<file path="config.mk">
export PLATFORM = sky130hd
export DESIGN_NAME = exu_issue_ctrl
export DESIGN_NICKNAME = d
export VERILOG_FILES = /design/src/rtl/exu_pkg.sv /design/src/rtl/exu_scoreboard.sv /design/src/rtl/exu_issue_ctrl.sv
export SDC_FILE = /design/constraint.sdc
export NUM_CORES = 1
export LEC_CHECK = 0
export CAP_MARGIN = 10
export CORE_AREA = 2 2 95 97
export CTS_CLUSTER_DIAMETER = 40
export DETAILED_ROUTE_END_ITERATION = 8
export DIE_AREA = 0 0 97 99
export HOLD_SLACK_MARGIN = 0.02
export PLACE_DENSITY = 0.95
export SYNTH_ARGS = -nofsm -noshare
export SYNTH_HDL_FRONTEND = slang
export SYNTH_SLANG_ARGS = --single-unit
</file>
<file path="constraint.sdc">
create_clock -name clk -period 7.1 [get_ports clk]
set_input_delay 2.13 -clock clk [delete_from_list [all_inputs] [get_ports clk]]
set_output_delay 2.13 -clock clk [all_outputs]
set_load 0.01 [all_outputs]
</file>
<file path="src/rtl/exu_pkg.sv">
// exu_pkg: shared constants and types for the execute-unit issue controller.
// Channel map, default multi-cycle mask and GPR sizing.
package exu_pkg;

  localparam int EXU_CHN_NUM   = 4;
  localparam int CHN_ALU       = 0;
  localparam int CHN_BRANCH    = 1;
  localparam int CHN_LDST      = 2;
  localparam int CHN_MISC      = 3;
  localparam int EXU_GPR_NUM   = 32;
  localparam int EXU_GPR_IDX_W = 5;

  localparam logic [EXU_CHN_NUM-1:0] EXU_MC_MASK = 4'b0110;

  typedef enum logic {
    CHN_IDLE,
    CHN_BUSY
  } chn_st_e;

endpackage

</file>
<file path="src/rtl/exu_scoreboard.sv">
// exu_scoreboard: GPR pending-write bitmap with RAW/WAW lookup.
// A set and a clear of the same GPR in one cycle leaves it pending.
module exu_scoreboard #(
  parameter int GPR_NUM   = 32,
  parameter int GPR_IDX_W = 5,
  parameter int CHN_NUM   = 4
) (
  input  logic                         clk,
  input  logic                         rst_n,
  input  logic                         set_en,
  input  logic [GPR_IDX_W-1:0]         set_rd,
  input  logic [CHN_NUM-1:0]           clr_en,
  input  logic [CHN_NUM*GPR_IDX_W-1:0] clr_rd,
  input  logic                         rs1_en,
  input  logic                         rs2_en,
  input  logic                         rd_en,
  input  logic [GPR_IDX_W-1:0]         rs1,
  input  logic [GPR_IDX_W-1:0]         rs2,
  input  logic [GPR_IDX_W-1:0]         rd,
  output logic [GPR_NUM-1:0]           pend,
  output logic                         raw,
  output logic                         waw
);

  logic [GPR_NUM-1:0] set_vec;
  logic [GPR_NUM-1:0] clr_vec;

  always_comb begin
    set_vec = '0;
    clr_vec = '0;
    if (set_en && set_rd != '0)
      set_vec[set_rd] = 1'b1;
    for (int i = 0; i < CHN_NUM; i++) begin
      if (clr_en[i] &&
          clr_rd[i*GPR_IDX_W +: GPR_IDX_W] != '0)
        clr_vec[clr_rd[i*GPR_IDX_W +: GPR_IDX_W]] = 1'b1;
    end
  end

  always_ff @(posedge clk or negedge rst_n) begin
    if (!rst_n)
      pend <= '0;
    else
      pend <= (pend & ~clr_vec) | set_vec;
  end

  // x0 is never written, so it can never hazard
  assign raw = (rs1_en && rs1 != '0 && pend[rs1])
            || (rs2_en && rs2 != '0 && pend[rs2]);
  assign waw = rd_en && rd != '0 && pend[rd];

endmodule

</file>
<file path="src/rtl/exu_issue_ctrl.sv">
// exu_issue_ctrl: issues decoded requests to generic handler channels,
// tracking multi-cycle channel occupancy and GPR write hazards.
module exu_issue_ctrl
  import exu_pkg::*;
#(
  parameter int                 CHN_NUM     = EXU_CHN_NUM,
  parameter logic [CHN_NUM-1:0] CHN_MC_MASK = EXU_MC_MASK,
  parameter int                 GPR_NUM     = EXU_GPR_NUM,
  parameter int                 GPR_IDX_W   = EXU_GPR_IDX_W,
  parameter int                 CNT_W       = 32
) (
  input  logic                         clk,
  input  logic                         rst_n,
  input  logic                         req_vld,
  output logic                         req_rdy,
  input  logic [CHN_NUM-1:0]           req_chn,
  input  logic                         req_serial,
  input  logic                         req_rs1_en,
  input  logic                         req_rs2_en,
  input  logic                         req_rd_en,
  input  logic [GPR_IDX_W-1:0]         req_rs1,
  input  logic [GPR_IDX_W-1:0]         req_rs2,
  input  logic [GPR_IDX_W-1:0]         req_rd,
  input  logic                         flush,
  output logic [CHN_NUM-1:0]           iss_vld,
  input  logic [CHN_NUM-1:0]           iss_rdy,
  input  logic [CHN_NUM-1:0]           done,
  input  logic [CHN_NUM-1:0]           done_wb_en,
  input  logic [CHN_NUM*GPR_IDX_W-1:0] done_rd,
  output logic [CHN_NUM-1:0]           chn_busy,
  output logic [GPR_NUM-1:0]           sb_pend,
  output logic                         illegal,
  output logic [CNT_W-1:0]             stall_cnt
);

  logic               chn_oh;
  logic               raw;
  logic               waw;
  logic               ser_blk;
  logic               can_iss;
  logic [CHN_NUM-1:0] done_act;
  logic [CHN_NUM-1:0] iss_mc;

  assign chn_oh = (req_chn != '0)
               && ((req_chn & (req_chn - CHN_NUM'(1))) == '0);

  assign ser_blk = req_serial && (|chn_busy);

  assign can_iss = req_vld && !flush && chn_oh
                && !raw && !waw && !ser_blk
                && !(|(req_chn & chn_busy))
                && (|(req_chn & iss_rdy));

  assign iss_vld = req_chn & {CHN_NUM{can_iss}};
  assign req_rdy = req_vld && (flush || can_iss);
  assign illegal = req_vld && !flush && !chn_oh;

  // done only counts on a multi-cycle channel that is actually busy
  assign done_act = done & CHN_MC_MASK & chn_busy;
  assign iss_mc   = iss_vld & CHN_MC_MASK;

  exu_scoreboard #(
    .GPR_NUM   (GPR_NUM),
    .GPR_IDX_W (GPR_IDX_W),
    .CHN_NUM   (CHN_NUM)
  ) u_sb (
    .clk    (clk),
    .rst_n  (rst_n),
    .set_en (|iss_mc && req_rd_en),
    .set_rd (req_rd),
    .clr_en (done_act & done_wb_en),
    .clr_rd (done_rd),
    .rs1_en (req_rs1_en),
    .rs2_en (req_rs2_en),
    .rd_en  (req_rd_en),
    .rs1    (req_rs1),
    .rs2    (req_rs2),
    .rd     (req_rd),
    .pend   (sb_pend),
    .raw    (raw),
    .waw    (waw)
  );

  for (genvar i = 0; i < CHN_NUM; i++) begin : g_chn
    if (CHN_MC_MASK[i]) begin : g_mc
      chn_st_e st_q;
      chn_st_e st_d;

      always_ff @(posedge clk or negedge rst_n) begin
        if (!rst_n)
          st_q <= CHN_IDLE;
        else
          st_q <= st_d;
      end

      always_comb begin
        st_d = st_q;
        unique case (st_q)
          CHN_IDLE:
            if (iss_mc[i]) st_d = CHN_BUSY;
          CHN_BUSY:
            if (done_act[i] && !iss_mc[i]) st_d = CHN_IDLE;
        endcase
      end

      assign chn_busy[i] = (st_q == CHN_BUSY);
    end else begin : g_sc
      assign chn_busy[i] = 1'b0;
    end
  end

  always_ff @(posedge clk or negedge rst_n) begin
    if (!rst_n)
      stall_cnt <= '0;
    else if (req_vld && !req_rdy && stall_cnt != '1)
      stall_cnt <= stall_cnt + CNT_W'(1);
  end

endmodule
</file>
==> impl_metrics.ini <==
[placement]
post-dp-hpwl_mm = 10.6
portBuffers = 116
post_dp_cell_area_um2 = 5680
gpl.final_weighted_congestion = 0.999

[floorplan]
starting_utilization_of_the_core_area = 0.512
boundaryPins = 133
die-width_um = 97
std_cell_rows = 34
design.die.area_um2 = 9600
standard_cell_core_area_um2 = 8550
die-height_um = 99

[synthesis]
synth.top_cells.by_area = sky130_fd_sc_hd__dfrtp_1 (38%), sky130_fd_sc_hd__mux4_2 (8.2%), sky130_fd_sc_hd__xor2_1 (5.6%), sky130_fd_sc_hd__o221ai_1 (4.8%), sky130_fd_sc_hd__mux2i_1 (3.7%)
synthCells = 445
async_reset_ff_frac = 1.00
top_reg_cell_synth = sky130_fd_sc_hd__dfrtp_1
synth-warning-count = 0
yosys.area.top_type_share = 0.377
synth-seq-cells = 66
synth_edf_count = 0
syn_area_um2 = 4380
synth_sequential_area_ratio = 0.377
synth.lib_cells_used.distinct = 58
synth.avg_cell_area_um2 = 9.84
synth_top_cell_by_area = sky130_fd_sc_hd__dfrtp_1

[detailed_routing]
finalWirelength_mm = 14.5
vias = 4425
dr.pass1.iters = 6
antenna_violating_nets_post_route = 0
routed_length_per_instance_um = 21.3
vias_per_cell = 6.52
dr.first_iter.drc_count = 368
drc = 0

[clock_network]
cts.path.max_buffers = 2
tritoncts.num_buffers = 9
numClockSinks = 66
cts-htree-levels = 3
clock_tree_from_tritoncts = built
insertion_delay_ps = 350
ctsHoldBuffers = 0
clock_transition_at_the_registers_of_the_reported_paths_ps = 70
clock_tree.root_cell = sky130_fd_sc_hd__clkbuf_8

[timing]
clock_skew_ps = 12.7
finalSetupViolations = 0
finalMaxSlewViolations = 0
relative_slew_margins = 0.437
timing_hold_violations_final = 0
tightest_slew_ps = 844
period_minus_slack_ps = 6960
rsz0062_at_grt = no
final_min_period_over_clock_period = 0.981
max_clk_rate_mhz = 144

[power_and_ir_drop]
total_switching_power_uw = 297
switching_share = 0.290
power_frac_seq = 0.437
leakage_nw = 2.44
worst_ir_drop_vdd_mv = 0.163
power_density_nw_per_um2 = 173
post-layout-total-power_mw = 1.02
p_clk_frac = 0.345
combinational_share_of_power = 0.218
power.internal_uw = 727

[worst_setup_path]
cpMostUsedCell = sky130_fd_sc_hd__clkdlybuf4s50_1
worst_path_buf_inv = 3
crit_path_top_delay_cell = sky130_fd_sc_hd__clkdlybuf4s50_1
critical_path.cell_chain = clkdlybuf4s50_1 > or3b_2 > o211ai_1 > nand4b_1 > a2111oi_2 > nor4b_4 > buf_4 > and2_1 > clkdlybuf4s50_1
startpoint_type = input port
maximum_single_stage_delay_on_the_critical_path_ps = 540
data_required_time_of_the_worst_path_ps = 4970
worst-setup-path-type = in -> out
reg2reg_slack_ps = 3790
worst-path-max-fanout = 6
timing.critical_path.arrival_ps = 4830
worstSetupEndpointType = output pin
crit_family = buffers and inverters

[grt]
grt_util_met1 = 0.395
grt.busiest_layer = met2
antenna_found_initial = 0
grt_first_pass_wirelength_mm = 23.5
grt_util_met2 = 0.492
grt_start_max_net_pins = 67
overflow_left_after_global_routing = 0
gr-usage-met3 = 0.0936
global_route.usage.total = 0.308
grt_pass1_vias = 4501

[status]
outcome = finished clean

[cells_and_area]
layout.cells.most_common = sky130_fd_sc_hd__clkdlybuf4s50_1
design.final.nets = 626
syn_to_final_growth_pct = 35.0
mostFrequentLayoutCells = sky130_fd_sc_hd__clkdlybuf4s50_1 (110), sky130_fd_sc_hd__dfrtp_1 (66), sky130_fd_sc_hd__nand2_1 (29)
ratio_of_cells_with_drive_above_1_in_the_final_layout = 0.126
antenna_cells = 0
post-route-cell-area_um2 = 5910

[flow_run]
maxCapViolations = 0

[min_path]
hp-class = reg -> reg
==> worst reg2reg max path, cell delays in order (launching register included) <==
cell and delay, ps:
sky130_fd_sc_hd__dfrtp_1 430, sky130_fd_sc_hd__ha_1 210, sky130_fd_sc_hd__and4_1 240, sky130_fd_sc_hd__nand3_1 200, sky130_fd_sc_hd__or2_1 350, sky130_fd_sc_hd__nor3_1 610, sky130_fd_sc_hd__nand2b_1 660, sky130_fd_sc_hd__nor2_1 160
sky130_fd_sc_hd__mux2_1 340
==> through the flow <==
step	util	hold slack, ps	setup slack, ps	std cells	setup TNS [ps]
after CTS	0.692	434	10.8	679	0
after global routing	0.692	445	15.0	679	0
after detailed placement	0.665	418	-272	661	-1260
after global placement	0.665	417	-181	661	-801
final	0.692	430	135	679	0
after floorplan	-	484	824	446	0
==> per-layer routing <==
| metal | vias up | share of wire |
|---|---|---|
| met5 | - | 0 |
| met4 | 0 | 0.041 |
| met2 | 313 | 0.46 |
| met3 | 56 | 0.11 |
| li1 | 1940 | - |
| met1 | 2116 | 0.39 |
==> synth_stat cells, drive strengths merged, types with 9 or more instances <==
master / number
nor2: 27
o21ai: 31
nand2b: 9
o221ai: 24
xor2: 28
nand3b: 9
mux2i: 16
nor4: 14
mux4: 16
dfrtp: 66
nand2: 30
nand3: 24
buf: 14
clkbuf: 17
==> power groups by stage <==
stage,clock network (mW),registers (mW),logic (mW)
after floorplan,0,0.454,0.0899
after global placement,0,0.451,0.216
after detailed placement,0,0.453,0.221
after CTS,0.355,0.446,0.224
after global routing,0.376,0.450,0.242
final,0.353,0.448,0.224
==> repair_timing <==
| action | CTS | global route |
|---|---|---|
| buffers inserted | 1 | 0 |
| endpoints found under the setup margin | 5 | 5 |
| gates resized for setup | 4 | 4 |
| cloned | 1 | 0 |
==> flip-flops by register name, indices dropped and copies added (netlist names) <==
name	count
stall_cnt	32
u_sb.pend	32
g_chn.g_mc.st_q	2
==> logic make-up (layout without fill, tap and decap cells) <==
kind of cell,count (synthesis),count (layout),synth area share
simple gates,174,174,0.228
fa+ha+maj,1,1,0.00286
mux,36,36,0.129
buf+inv,39,164,0.0457
compound gates,96,96,0.153
other cells,1,2,0.000856
flops,66,66,0.377
xor+xnor,32,32,0.0640
==> worst paths after layout <==
kind                               from  cells after the start             to
min in group asynchronous         rst_n                      2  u_sb.pend[28]
setup reg to reg           stall_cnt[0]                      8   stall_cnt[1]
setup / recovery             req_chn[0]                      9     iss_vld[2]
hold reg to reg            u_sb.pend[0]                      0   u_sb.pend[0]
hold / removal             u_sb.pend[0]                      0   u_sb.pend[0]
max in group asynchronous         rst_n                      2  stall_cnt[10]
==> area by class of cell <==
| type | count | area [um^2] |
|---|---|---|
| clock buffer | 11 | 131 |
| clock inverter | 5 | 86.3 |
| fill | 653 | 2640 |
| inverter | 8 | 30.0 |
| multi-input combinational | 341 | 2530 |
| sequential | 66 | 1650 |
| tap | 108 | 135 |
| timing repair buffer | 140 | 1350 |
No activity file was read; power rests on OpenSTA's default activity.
